### src/rtl/matmul_pkg.sv
// Shared types and constants for the matmul APB front-end.
// Bus geometry, region map, CONTROL layout and APB FSM states.
package matmul_pkg;

  localparam int DATA_WIDTH = 8;
  localparam int BUS_WIDTH  = 32;
  localparam int ADDR_WIDTH = 16;
  localparam int MAX_DIM    = BUS_WIDTH / DATA_WIDTH;
  localparam int LINE_W     = ADDR_WIDTH - 5;
  localparam int IDX_W      = $clog2(MAX_DIM);
  localparam int SP_AW      = $clog2(MAX_DIM * MAX_DIM);

  localparam logic [4:0] REG_CONTROL = 5'h00;
  localparam logic [4:0] REG_OPA     = 5'h04;
  localparam logic [4:0] REG_OPB     = 5'h08;
  localparam logic [4:0] REG_FLAGS   = 5'h0C;
  localparam logic [4:0] REG_SP0     = 5'h10;
  localparam logic [4:0] REG_SP1     = 5'h14;
  localparam logic [4:0] REG_SP2     = 5'h18;
  localparam logic [4:0] REG_SP3     = 5'h1C;

  // Writable CONTROL bits; start and reserved bits never stored.
  localparam logic [15:0] CTRL_MASK = 16'h3F3E;

  typedef struct packed {
    logic [1:0] rsv1;
    logic [1:0] m;
    logic [1:0] k;
    logic [1:0] n;
    logic [1:0] rsv0;
    logic [1:0] read_target;
    logic [1:0] write_target;
    logic       mode;
    logic       start;
  } ctrl_reg_t;

  typedef struct packed {
    logic sp;
    logic flags;
    logic opb;
    logic opa;
    logic ctrl;
  } region_t;

  typedef enum logic [1:0] {
    ST_IDLE   = 2'd0,
    ST_SETUP  = 2'd1,
    ST_ACCESS = 2'd2,
    ST_WAIT   = 2'd3
  } apb_state_t;

  function automatic logic [BUS_WIDTH-1:0] lane_merge(
    input logic [BUS_WIDTH-1:0] old_v,
    input logic [BUS_WIDTH-1:0] new_v,
    input logic [MAX_DIM-1:0]   strb
  );
    logic [BUS_WIDTH-1:0] v;
    v = old_v;
    for (int l = 0; l < MAX_DIM; l++)
      if (strb[l])
        v[l*DATA_WIDTH +: DATA_WIDTH] = new_v[l*DATA_WIDTH +: DATA_WIDTH];
    return v;
  endfunction

  function automatic ctrl_reg_t ctrl_merge(
    input ctrl_reg_t   old_v,
    input logic [15:0] new_v,
    input logic [1:0]  strb
  );
    logic [15:0] v;
    v = old_v;
    if (strb[0]) v[7:0]  = new_v[7:0];
    if (strb[1]) v[15:8] = new_v[15:8];
    return ctrl_reg_t'(v & CTRL_MASK);
  endfunction

endpackage

### src/rtl/matmul_apb_decode.sv
// Combinational APB address/access decode for the matmul front-end.
// In: paddr/pwrite/busy. Out: region one-hot, line, sp select, err.
module matmul_apb_decode
  import matmul_pkg::*;
(
  input  logic [ADDR_WIDTH-1:0] paddr_i,
  input  logic                  pwrite_i,
  input  logic                  busy_i,
  output region_t               region_o,
  output logic [SP_AW-1:0]      line_o,
  output logic [1:0]            sp_sel_o,
  output logic                  err_o
);

  logic [4:0]        w_reg;
  logic [LINE_W-1:0] w_line;
  logic              w_lim_op;
  logic              w_lim_sp;
  logic              w_zero;
  logic              w_wr_busy;
  logic              w_ok;

  assign w_reg     = paddr_i[4:0];
  assign w_line    = paddr_i[ADDR_WIDTH-1:5];
  assign line_o    = w_line[SP_AW-1:0];
  assign sp_sel_o  = paddr_i[3:2];
  assign w_lim_op  = w_line < LINE_W'(MAX_DIM);
  assign w_lim_sp  = w_line < LINE_W'(MAX_DIM * MAX_DIM);
  assign w_zero    = w_line == '0;
  assign w_wr_busy = pwrite_i & busy_i;

  always_comb begin
    region_o = '0;
    unique case (w_reg)
      REG_CONTROL: region_o.ctrl  = 1'b1;
      REG_OPA:     region_o.opa   = 1'b1;
      REG_OPB:     region_o.opb   = 1'b1;
      REG_FLAGS:   region_o.flags = 1'b1;
      REG_SP0, REG_SP1,
      REG_SP2, REG_SP3:
                   region_o.sp    = 1'b1;
      default:     region_o       = '0;
    endcase
  end

  always_comb begin
    w_ok = 1'b0;
    unique case (1'b1)
      region_o.ctrl:  w_ok = w_zero & ~w_wr_busy;
      region_o.opa:   w_ok = w_lim_op & ~w_wr_busy;
      region_o.opb:   w_ok = w_lim_op & ~w_wr_busy;
      region_o.flags: w_ok = w_zero & ~pwrite_i;
      region_o.sp:    w_ok = w_lim_sp & ~pwrite_i;
      default:        w_ok = 1'b0;
    endcase
  end

  assign err_o = ~w_ok;

endmodule

### src/rtl/matmul_apb_slave.sv
// APB slave front-end of the matmul accelerator: FSM, regs, read mux.
// APB in/out, start/ctrl/operands to core, scratchpad read port.
module matmul_apb_slave
  import matmul_pkg::*;
(
  input  logic                         clk_i,
  input  logic                         rst_ni,
  input  logic                         psel_i,
  input  logic                         penable_i,
  input  logic                         pwrite_i,
  input  logic [MAX_DIM-1:0]           pstrb_i,
  input  logic [BUS_WIDTH-1:0]         pwdata_i,
  input  logic [ADDR_WIDTH-1:0]        paddr_i,
  output logic [BUS_WIDTH-1:0]         prdata_o,
  output logic                         pready_o,
  output logic                         pslverr_o,
  input  logic                         busy_i,
  input  logic [MAX_DIM*MAX_DIM-1:0]   flags_i,
  output logic                         start_o,
  output logic [15:0]                  ctrl_o,
  output logic [MAX_DIM*BUS_WIDTH-1:0] operand_a_o,
  output logic [MAX_DIM*BUS_WIDTH-1:0] operand_b_o,
  output logic                         sp_rd_en_o,
  output logic [1:0]                   sp_rd_sel_o,
  output logic [SP_AW-1:0]             sp_rd_addr_o,
  input  logic [BUS_WIDTH-1:0]         sp_rd_data_i
);

  apb_state_t           r_state;
  ctrl_reg_t            r_ctrl;
  logic [BUS_WIDTH-1:0] r_op_a [MAX_DIM];
  logic [BUS_WIDTH-1:0] r_op_b [MAX_DIM];
  logic [BUS_WIDTH-1:0] r_prdata;
  logic [BUS_WIDTH-1:0] r_sp_data;
  logic                 r_start;

  region_t              w_region;
  logic [SP_AW-1:0]     w_line;
  logic [1:0]           w_sp_sel;
  logic                 w_err;
  apb_state_t           w_state;
  apb_state_t           w_next;
  logic                 w_sp_rd;
  logic                 w_done;
  logic                 w_wr;
  logic [IDX_W-1:0]     w_idx;
  logic [BUS_WIDTH-1:0] w_rdata;

  matmul_apb_decode u_dec (
    .paddr_i  (paddr_i),
    .pwrite_i (pwrite_i),
    .busy_i   (busy_i),
    .region_o (w_region),
    .line_o   (w_line),
    .sp_sel_o (w_sp_sel),
    .err_o    (w_err)
  );

  assign w_idx   = w_line[IDX_W-1:0];
  assign w_sp_rd = w_region.sp & ~pwrite_i & ~w_err;
  assign w_done  = (r_state == ST_ACCESS) & psel_i & penable_i;
  assign w_wr    = w_done & pwrite_i & ~w_err;

  // The setup phase is seen live on the bus so the scratchpad
  // request can go out in the same cycle.
  always_comb begin
    w_state = r_state;
    if (rst_ni && r_state == ST_IDLE && psel_i && !penable_i)
      w_state = ST_SETUP;
  end

  always_comb begin
    w_next = ST_IDLE;
    unique case (w_state)
      ST_IDLE:   w_next = ST_IDLE;
      ST_SETUP:  w_next = w_sp_rd ? ST_WAIT : ST_ACCESS;
      ST_WAIT:   w_next = psel_i ? ST_ACCESS : ST_IDLE;
      ST_ACCESS: w_next = (!psel_i || penable_i) ? ST_IDLE : ST_ACCESS;
      default:   w_next = ST_IDLE;
    endcase
  end

  always_comb begin
    w_rdata = '0;
    if (!pwrite_i && !w_err) begin
      unique case (1'b1)
        w_region.ctrl:  w_rdata = BUS_WIDTH'(r_ctrl);
        w_region.opa:   w_rdata = r_op_a[w_idx];
        w_region.opb:   w_rdata = r_op_b[w_idx];
        w_region.flags: w_rdata = BUS_WIDTH'(flags_i);
        w_region.sp:    w_rdata = r_sp_data;
        default:        w_rdata = '0;
      endcase
    end
  end

  always_ff @(posedge clk_i or negedge rst_ni) begin
    if (!rst_ni) begin
      r_state   <= ST_IDLE;
      r_ctrl    <= '0;
      r_prdata  <= '0;
      r_sp_data <= '0;
      r_start   <= 1'b0;
      for (int i = 0; i < MAX_DIM; i++) begin
        r_op_a[i] <= '0;
        r_op_b[i] <= '0;
      end
    end else begin
      r_state <= w_next;
      r_start <= 1'b0;
      if (r_state == ST_WAIT)
        r_sp_data <= sp_rd_data_i;
      if (w_done)
        r_prdata <= w_rdata;
      if (w_wr) begin
        unique case (1'b1)
          w_region.ctrl: begin
            r_ctrl  <= ctrl_merge(r_ctrl, pwdata_i[15:0],
                                  pstrb_i[1:0]);
            r_start <= pstrb_i[0] & pwdata_i[0];
          end
          w_region.opa:
            r_op_a[w_idx] <= lane_merge(r_op_a[w_idx],
                                        pwdata_i, pstrb_i);
          w_region.opb:
            r_op_b[w_idx] <= lane_merge(r_op_b[w_idx],
                                        pwdata_i, pstrb_i);
          default: ;
        endcase
      end
    end
  end

  for (genvar gi = 0; gi < MAX_DIM; gi++) begin : g_op
    assign operand_a_o[gi*BUS_WIDTH +: BUS_WIDTH] = r_op_a[gi];
    assign operand_b_o[gi*BUS_WIDTH +: BUS_WIDTH] = r_op_b[gi];
  end

  assign prdata_o     = w_done ? w_rdata : r_prdata;
  assign pready_o     = w_done;
  assign pslverr_o    = w_done & w_err;
  assign start_o      = r_start;
  assign ctrl_o       = r_ctrl;
  assign sp_rd_en_o   = (w_state == ST_SETUP) & w_sp_rd;
  assign sp_rd_sel_o  = w_sp_sel;
  assign sp_rd_addr_o = w_line;

endmodule
### config.mk
export PLATFORM = sky130hd
export DESIGN_NAME = matmul_apb_slave
export DESIGN_NICKNAME = d
export VERILOG_FILES = /design/src/rtl/matmul_pkg.sv /design/src/rtl/matmul_apb_decode.sv /design/src/rtl/matmul_apb_slave.sv
export SDC_FILE = /design/constraint.sdc
export NUM_CORES = 1
export LEC_CHECK = 0
export CAP_MARGIN = 20
export CORE_ASPECT_RATIO = 0.8
export CORE_MARGIN = 2
export CORE_UTILIZATION = 49
export DETAILED_ROUTE_END_ITERATION = 7
export PLACE_DENSITY_LB_ADDON = 0.1
export SYNTH_ARGS = -nofsm -noshare
export SYNTH_HDL_FRONTEND = slang
export SYNTH_SLANG_ARGS = --single-unit
### constraint.sdc
create_clock -name clk_i -period 3.2 [get_ports clk_i]
set_clock_uncertainty 0.15 [all_clocks]
set_input_delay 0.64 -clock clk_i [delete_from_list [all_inputs] [get_ports clk_i]]
set_output_delay 0.64 -clock clk_i [all_outputs]
set_load 0.03 [all_outputs]
==> results.json, run 1 <==
{
  "die_w_um": 205,
  "row_count": 58,
  "cp.required_ns": 2.41,
  "grt_max_degree": 154,
  "pwr-share-clk": 0.453,
  "tightest_slew_ns": 0.867,
  "max_slew_margin": 0.422,
  "layout-drive-gt1-share": 0.363,
  "critical_path_class": "in2out",
  "synthCells": 1148,
  "final.setup.worst_slack_ns": -0.0371,
  "portBuffers": 414,
  "combinationalPowerShare": 0.068,
  "wl_per_cell_um": 26.2,
  "gr-total-overflow": 0,
  "cts_sinks": 334,
  "postLayoutCellArea_mm2": 0.0227,
  "place_ws_ns": -0.457,
  "cts_tree": "yes",
  "grt_setup_unrepaired": "yes",
  "regToRegStartpoint": "r_state[1]",
  "final_common_cell": "clkdlybuf4s50_1",
  "slew_violations": 0,
  "p_switching_mw": 2.02,
  "drc": 0,
  "peakVddDrop_uv": 348,
  "violations": "setup timing",
  "nNetsFinal": 1749,
  "firstDrtPassIters": 5,
  "min_from": "r_prdata[15]",
  "period_minus_slack_ns": 3.24,
  "h-tree-depth": 2,
  "synth_cell_types": 45,
  "power.leakage_nw": 10.1,
  "power_frac_seq": 0.479,
  "vias_per_cell": 5.88,
  "routed_wl_mm": 54.6,
  "cts-root-buf": "clkbuf_16",
  "antenna_found_initial": 1,
  "worst_setup_path_start_kind": "input pin",
  "diodes": 0,
  "drtAntennaViolNets": 0,
  "grt_pass1_vias": 12700,
  "fp.coreArea_mm2": 0.0317,
  "finalHoldViolations": 0,
  "setup_viol": 5,
  "clockBufferDepth": 3,
  "fmax_mhz": 309,
  "critPathLaunch": "paddr_i[10]",
  "worstHoldPathType": "reg2reg",
  "tns_ns": -0.103,
  "drt_iter0_markers": 913,
  "num_vias": 12200,
  "numCtsBuffers": 36,
  "start_util": 0.501,
  "ys_seq_area_frac": 0.526,
  "p_int_mw": 6.87,
  "ys_ff_latch": 334,
  "synth.avg_cell_area_um2": 13.8,
  "synth_area_mm2": 0.0159,
  "grt_usage": 0.324,
  "worstSetupEndpointType": "primary output",
  "dp_hpwl_mm": 38.3,
  "place_congestion": 0.885,
  "worst_ep_arrival_time_ns": 2.45,
  "syn_to_final_growth_pct": 42.9,
  "status": "complete, but fails checks",
  "grt_pass1_wl_mm": 81.0,
  "final.period_utilization": 1.01,
  "synth_edf_count": 0,
  "layout_common_cells": "clkdlybuf4s50_1 (365), dfrtp_1 (334), mux2_2 (265)",
  "synth_ff_type": "dfrtp_1",
  "placed_cell_area_mm2": 0.0211,
  "p_per_area_mw_per_mm2": 391,
  "critPathMaxFanout": 7,
  "ys.warnings.count": 0,
  "switching_share": 0.228,
  "async_flop_share": 1.00,
  "fillCellCount": 2216,
  "utilization": 0.717,
  "clkTransAtPathRegs_ns": 0.06,
  "die_h_um": 165,
  "dieArea_mm2": 0.0339,
  "num_io_pins": 420,
  "clk_latency_ns": 0.53,
  "maxCapViolCount": 0
}
[cells in the mapped netlist (all sizes together), types with 2 or more instances]
cell,count,area share
mux2,299,0.21
a22oi,27,0.013
nor2,3,0.00071
o211ai,22,0.010
buf,46,0.025
nor3b,12,0.0057
or2,2,0.00079
nor4b,2,0.0015
a221oi,5,0.0028
nor4,11,0.012
a32o,16,0.010
nand2,84,0.020
or4,2,0.0012
and3,2,0.00079
o21bai,2,0.00094
mux4,64,0.091
nor2b,2,0.00079
nand2b,3,0.0012
a222oi,16,0.010
nand4,3,0.0016
inv,67,0.016
a211o,2,0.0017
clkbuf,42,0.0099
dfrtp,334,0.53
o21ai,69,0.022
[worst max-delay path: stages]
cell	delay, ns
buf_6	0.09
or4_4	0.58
nor4_4	0.24
nand2_4	0.15
buf_12	0.17
buf_16	0.15
o211ai_1	0.22
buf_4	0.20
[final timing paths]
| kind | end | slack [ns] | depth (start not counted) |
|---|---|---|---|
| worst max-delay path | prdata_o[8] | -0.04 | 8 |
| worst min-delay path | r_prdata[15] | 0.34 | 2 |
| worst max register to register | r_prdata[3] | 0.67 | 13 |
| worst min register to register | r_prdata[15] | 0.34 | 2 |
| max in group asynchronous | operand_b_o[44] | 1.37 | 3 |
| min in group asynchronous | r_sp_data[6] | 0.41 | 2 |
[cells by family (layout without fill, tap and decap cells)]
kind of cell	Yosys count	after routing	share of synthesized area
multiplexers	363	363	0.302
XOR/XNOR	1	1	0.000551
flip-flops	334	334	0.526
AND/OR/NAND/NOR	130	130	0.0475
AO/OA/AOI/OAI	164	164	0.0727
buffers and inverters	155	664	0.0508
other	1	5	0.000236
[layout make-up]
class	count	area (µm²)	area share
well taps	420	526	0.0231
clock inverters	4	47.5	0.00209
flip-flops and latches	334	8360	0.368
multi-input cells	663	6990	0.308
clock buffers	52	1060	0.0467
inverters	67	251	0.0111
repair buffers	541	5490	0.242
[metrics by stage]
step                instances  hold WS (ns)  power, mW
global route             2081         0.362       9.16
finish                   2081         0.335       8.89
global placement         2000         0.299       4.92
detailed placement       2000         0.305       4.92
floorplan                1152         0.194       4.55
CTS                      2079         0.320       8.93
[power groups by stage]
stage | sequential [mW] | combinational, mW | clock, mW
global placement | 4.33 | 0.583 | 0
floorplan | 4.33 | 0.218 | 0
detailed placement | 4.33 | 0.587 | 0
CTS | 4.26 | 0.604 | 4.07
global route | 4.26 | 0.652 | 4.25
finish | 4.26 | 0.605 | 4.03
[registers in the layout (all words and copies together) (netlist names)]
| register | cells |
|---|---|
| ctrl_o | 11 |
| operand_a_o | 128 |
| operand_b_o | 128 |
| r_prdata | 32 |
| r_sp_data | 32 |
| r_state | 2 |
| start_o | 1 |
[per-layer routing]
layer / GRT usage / vias up / part of all wire
li1: - / 5244 / -
met1: 0.430 / 6295 / 0.40
met2: 0.505 / 571 / 0.46
met3: 0.100 / 127 / 0.096
met4: 0.120 / 2 / 0.039
met5: 0 / - / 0.00024
[repair_timing]
| item | 4_1_cts | 5_1_grt |
|---|---|---|
| buffers inserted | 16 | 3 |
| endpoints found under the hold margin | 21 | 0 |
| cloned | 6 | 0 |
| pin swaps | 9 | 6 |
| gates resized for setup | 52 | 23 |
| endpoints found under the setup margin | 34 | 28 |
| hold buffers | 1 | 0 |
Note: power is estimated with default switching activity, not from simulation.
==> inputs of run 2 (changes only) <==
--- a/config.mk
+++ b/config.mk
@@ -5,12 +5,14 @@
 export SDC_FILE = /design/constraint.sdc
 export NUM_CORES = 1
 export LEC_CHECK = 0
+export ABC_CLOCK_PERIOD_IN_PS = 3200
 export CAP_MARGIN = 20
 export CORE_ASPECT_RATIO = 0.8
 export CORE_MARGIN = 2
-export CORE_UTILIZATION = 49
+export CORE_UTILIZATION = 39
 export DETAILED_ROUTE_END_ITERATION = 7
 export PLACE_DENSITY_LB_ADDON = 0.1
+export RECOVER_POWER = 50
 export SYNTH_ARGS = -nofsm -noshare
 export SYNTH_HDL_FRONTEND = slang
 export SYNTH_SLANG_ARGS = --single-unit
==> run 2 against run 1 <==
The flow finishes with violations (capacitance limit, slew limit, setup timing). Utilization fell by 14 points. Largest cell class unchanged. Clock power rose by 9.4%. First-iteration DRC count grew 3.7%. Sequential power barely moved.
==> results.json, run 2 (synthesis results as in run 1) <==
{
  "status": "complete, but fails checks",
  "violations": "capacitance limit, slew limit, setup timing",
  "num_io_pins": 420,
  "seqCellArea_mm2": 0.00836,
  "worst-path-buf-inv": 3,
  "grt_max_degree": 137,
  "vias_per_cell": 5.45,
  "grt_pass1_wl_mm": 84.0,
  "die_w_um": 230,
  "place_inst": 2125,
  "die_h_um": 185,
  "max_slew_margin": -0.277,
  "slew_violations": 268,
  "slowest_stage": "or4_4",
  "dieArea_mm2": 0.0424,
  "final.setup.worst_slack_ns": -0.00598,
  "drt_iter0_markers": 947,
  "setup_viol": 1,
  "clk_latency_ns": 0.53,
  "final_common_cell": "clkdlybuf4s50_1",
  "dp_hpwl_mm": 40.6,
  "cts_sinks": 334,
  "worstHoldPathType": "in2async",
  "finalPower_mw": 9.28,
  "start_util": 0.393,
  "portBuffers": 414,
  "nNetsFinal": 1755,
  "grt_setup_unrepaired": "yes",
  "r2r_end": "r_prdata[5]",
  "row_count": 66,
  "wl_per_cell_um": 25.7,
  "multi_input_area_mm2": 0.00704,
  "ff2ff_path_depth": 17,
  "firstDrtPassIters": 6,
  "drc": 0,
  "finalNonFillerCells": 2225,
  "critical_path_class": "in2out",
  "crit_chain": "buf_6, or4_4, nor4_4, nand2_4, buf_12, o211ai_1, buf_4",
  "clkTransAtPathRegs_ns": 0.05,
  "worst_setup_path_start_kind": "input pin",
  "critPathLaunch": "paddr_i[9]",
  "gr-total-overflow": 0,
  "slowest_delay_ns": 0.58,
  "grt_pass1_vias": 12500,
  "worstSetupEndpointType": "primary output",
  "num_vias": 12100,
  "fmax_mhz": 312,
  "maxCapViolCount": 3,
  "utilization": 0.574,
  "layout-drive-gt1-share": 0.372,
  "worst_ep_arrival_time_ns": 2.42,
  "antenna_found_initial": 8,
  "syn_to_final_growth_pct": 46.1,
  "cp_top_family": "simple AND/OR/NAND/NOR gates",
  "critPathMaxFanout": 8,
  "tightest_slew_ns": 1.92,
  "fp.coreArea_mm2": 0.0405,
  "routed_wl_mm": 57.1,
  "period_minus_slack_ns": 3.21,
  "p_per_area_mw_per_mm2": 400,
  "finalHoldViolations": 0,
  "grt_usage": 0.267,
  "regToRegStartpoint": "r_state[0]",
  "cts-root-buf": "clkbuf_16",
  "clockBufferDepth": 3,
  "peakVddDrop_uv": 305,
  "regToRegSetupSlack_ns": 0.13,
  "cp.required_ns": 2.41,
  "h-tree-depth": 2,
  "power.leakage_nw": 10.2,
  "final.period_utilization": 1.00,
  "layout_common_cells": "clkdlybuf4s50_1 (365), dfrtp_1 (334), mux2_2 (265)",
  "numCtsBuffers": 37,
  "drtAntennaViolNets": 0,
  "cts_tree": "yes",
  "fillCellCount": 3359,
  "place_congestion": 0.843
}
[run 2: cell types whose count changed in the layout (fill, tap and decap cells not counted), moves of 4 or more]
cell      previous run  this run
diode_2              0         4
nor3b_1              7         0
buf_12              26        40
buf_4              112       104
buf_6               22        17
clkbuf_1             7        11
nor3b_2              5        11
[run 2: worst max path at each step]
| stage | end | slack (ns) | cells after the start |
|---|---|---|---|
| 2_1_floorplan | prdata_o[0] | 0.002 | 5 |
| 3_5_place_dp | prdata_o[12] | -0.38 | 7 |
| 3_3_place_gp | prdata_o[10] | -0.36 | 7 |
| 4_1_cts | prdata_o[5] | 0.009 | 6 |
| 6_report | prdata_o[5] | -0.006 | 7 |
| 5_1_grt | prdata_o[5] | -0.08 | 7 |
[run 2: report_power, final]
| part | switching, mW | internal, mW |
|---|---|---|
| combinational | 0.350 | 0.265 |
| sequential | 0.0129 | 4.24 |
| clock | 1.78 | 2.63 |
[run 2: layout make-up]
| cell class | count | share of cell area |
|---|---|---|
| Inverter | 67 | 0.0108 |
| Antenna cell | 4 | 0.000431 |
| Multi-Input combinational cell | 663 | 0.303 |
| Clock inverter | 9 | 0.00436 |
| Timing Repair Buffer | 546 | 0.243 |
| Clock buffer | 58 | 0.0494 |
| Tap cell | 544 | 0.0293 |
| Sequential cell | 334 | 0.360 |
[run 2: per-layer routing]
layer	up-vias	wire length, µm	GRT usage
li1	5256	-	-
met1	6304	24800	0.366
met2	453	26400	0.415
met3	113	4080	0.0693
met4	4	1810	0.0877
met5	-	25	0
[run 2: repair_timing]
item / 4_1_cts / 5_1_grt
setup endpoints to repair: 34 / 33
setup buffers: 22 / 3
cloned: 2 / 1
hold buffers: 1 / 0
endpoints found under the hold margin: 3 / 0
pin swaps: 32 / 11
gates resized for setup: 69 / 23
[run 2: metrics by stage]
stage	instance area, µm²	worst slack, ns	hold WS [ns]	TNS, ns
after detailed placement	21400	-0.376	0.297	-71.34
final	23200	-0.00598	0.340	-0.00598
after CTS	23100	0.00925	0.315	0
after global placement	21400	-0.359	0.298	-72.83
after floorplan	16000	0.00158	0.194	0
after global routing	23200	-0.0785	0.323	-0.865
==> inputs of run 3 (changes only) <==
--- a/config.mk
+++ b/config.mk
@@ -10,6 +10,7 @@
 export CORE_ASPECT_RATIO = 0.8
 export CORE_MARGIN = 2
 export CORE_UTILIZATION = 39
+export CTS_CLUSTER_SIZE = 40
 export DETAILED_ROUTE_END_ITERATION = 7
 export PLACE_DENSITY_LB_ADDON = 0.1
 export RECOVER_POWER = 50
==> run 3 against run 2 <==
The flow finishes with violations (capacitance limit, slew limit). Die area unchanged. Power about the same. Final area unchanged. Wire length about the same. Global-route usage unchanged. Register-to-register slack about the same. First-iteration DRC count up 6.0%. Sequential share of layout area unchanged. Sequential power about the same. Via count up 0.40%. Utilization unchanged. Critical path type unchanged. Critical endpoint unchanged. Largest cell class unchanged. Largest power group unchanged.
==> results.json, run 3 (synthesis results as in run 1) <==
{
  "antenna_found_initial": 8,
  "violations": "capacitance limit, slew limit",
  "gr-total-overflow": 0,
  "seqCellArea_mm2": 0.00836,
  "h-tree-depth": 2,
  "multi_input_area_mm2": 0.00704,
  "combinationalPowerShare": 0.066,
  "grt_usage": 0.267,
  "die_h_um": 185,
  "power.leakage_nw": 10.2,
  "crit_chain": "buf_6, or4_4, nor4_4, nand2_4, buf_12, o211ai_1, buf_4",
  "status": "complete, but fails checks",
  "slowest_delay_ns": 0.58,
  "worstHoldPathType": "in2async",
  "start_util": 0.393,
  "grt_pass1_wl_mm": 84.0,
  "cp.required_ns": 2.41,
  "period_minus_slack_ns": 3.20,
  "cts-root-buf": "clkbuf_16",
  "clockBufferDepth": 3,
  "grt_max_degree": 137,
  "dp_hpwl_mm": 40.6,
  "utilization": 0.574,
  "pwr-share-clk": 0.475,
  "firstDrtPassIters": 5,
  "worst_ep_arrival_time_ns": 2.41,
  "nNetsFinal": 1755,
  "critical_path_class": "in2out",
  "layout_common_cells": "clkdlybuf4s50_1 (365), dfrtp_1 (334), mux2_2 (265)",
  "syn_to_final_growth_pct": 46.1,
  "wl_per_cell_um": 25.6,
  "row_count": 66,
  "critPathMaxFanout": 8,
  "drt_iter0_markers": 1004,
  "finalPower_mw": 9.28,
  "vias_per_cell": 5.47,
  "fillCellCount": 3359,
  "grt_setup_unrepaired": "yes",
  "numCtsBuffers": 37,
  "drtAntennaViolNets": 0,
  "max_slew_margin": -0.274,
  "critPathLaunch": "paddr_i[9]",
  "num_vias": 12200,
  "cts_sinks": 334,
  "p_per_area_mw_per_mm2": 400,
  "drc": 0,
  "die_w_um": 230,
  "num_io_pins": 420,
  "finalHoldViolations": 0,
  "grt_pass1_vias": 12500,
  "switching_share": 0.231,
  "setup_viol": 0,
  "p_int_mw": 7.14,
  "tightest_slew_ns": 1.91,
  "routed_wl_mm": 57.1,
  "final.period_utilization": 0.999,
  "p_switching_mw": 2.15,
  "peakVddDrop_uv": 305,
  "dieArea_mm2": 0.0424,
  "portBuffers": 414,
  "fmax_mhz": 313,
  "slew_violations": 268,
  "worstSetupEndpointType": "primary output",
  "cp_top_family": "simple AND/OR/NAND/NOR gates",
  "layout-drive-gt1-share": 0.372,
  "fp.coreArea_mm2": 0.0405,
  "clkTransAtPathRegs_ns": 0.05,
  "slowest_stage": "or4_4",
  "maxCapViolCount": 3,
  "cts_tree": "yes",
  "worst-path-buf-inv": 3,
  "final_common_cell": "clkdlybuf4s50_1",
  "regToRegStartpoint": "r_state[0]",
  "power_frac_seq": 0.459,
  "worst_setup_path_start_kind": "input pin",
  "place_congestion": 0.843,
  "clk_latency_ns": 0.54
}
run 3: layout make-up:
cell class | count | area share
tap | 544 | 0.0293
timing repair buffer | 546 | 0.243
antenna | 4 | 0.000431
multi-input combinational | 663 | 0.303
inverter | 67 | 0.0108
sequential | 334 | 0.360
clock buffer | 58 | 0.0494
clock inverter | 9 | 0.00436
run 3: path summary, 6_finish.rpt:
path	to	slack (ns)	cells after the start
worst max-delay path	prdata_o[5]	0.003	7
worst min-delay path	operand_a_o[12]	0.34	2
worst max register to register	r_prdata[5]	0.12	17
worst min register to register	r_prdata[14]	0.36	2
max in group asynchronous	operand_a_o[97]	0.36	4
min in group clk_i	r_prdata[14]	0.36	2
run 3: per-layer routing:
metal,up-vias,GRT usage,share of wire,wire (µm)
met1,6343,0.366,0.43,24700
met3,103,0.0693,0.074,4210
met2,471,0.415,0.46,26400
met5,-,0,0.00044,25
li1,5258,-,-,-
met4,4,0.0877,0.031,1750
run 3: per-stage QoR:
step                      hold WS (ns)  cell area (µm²)  TNS, ns  std cells  worst slack [ns]
after floorplan                  0.194            16000        0       1152           0.00158
after global placement           0.298            21400   -72.83       2125            -0.359
after detailed placement         0.297            21400   -71.34       2125            -0.376
after CTS                        0.315            23100        0       2217           0.00925
after global routing             0.323            23200   -0.865       2223           -0.0785
final                            0.340            23200        0       2225           0.00349
run 3: repair_timing:
action,in CTS,in global routing
setup endpoints to repair,34,33
resized for setup,69,23
pin swaps,32,11
endpoints found under the hold margin,3,0
buffers inserted,22,3
hold buffers,1,0
gates cloned,2,1
run 3: worst register-to-register path: stages, from the launching register on:
cell	delay, ns
dfrtp_1	0.40
nand4b_1	0.29
buf_4	0.22
buf_12	0.17
buf_4	0.20
nand2_1	0.07
o211ai_1	0.11
buf_4	0.16
buf_4	0.12
buf_4	0.12
buf_4	0.12
buf_4	0.12
buf_4	0.12
buf_4	0.12
buf_4	0.12
buf_4	0.12
buf_4	0.12
buf_4	0.12
run 3: power by group through the flow:
stage	logic (mW)	registers, mW	clock network, mW
after global routing	0.666	4.26	4.69
after floorplan	0.218	4.33	0
after CTS	0.619	4.26	4.50
after global placement	0.599	4.33	0
final	0.615	4.26	4.41
after detailed placement	0.598	4.33	0
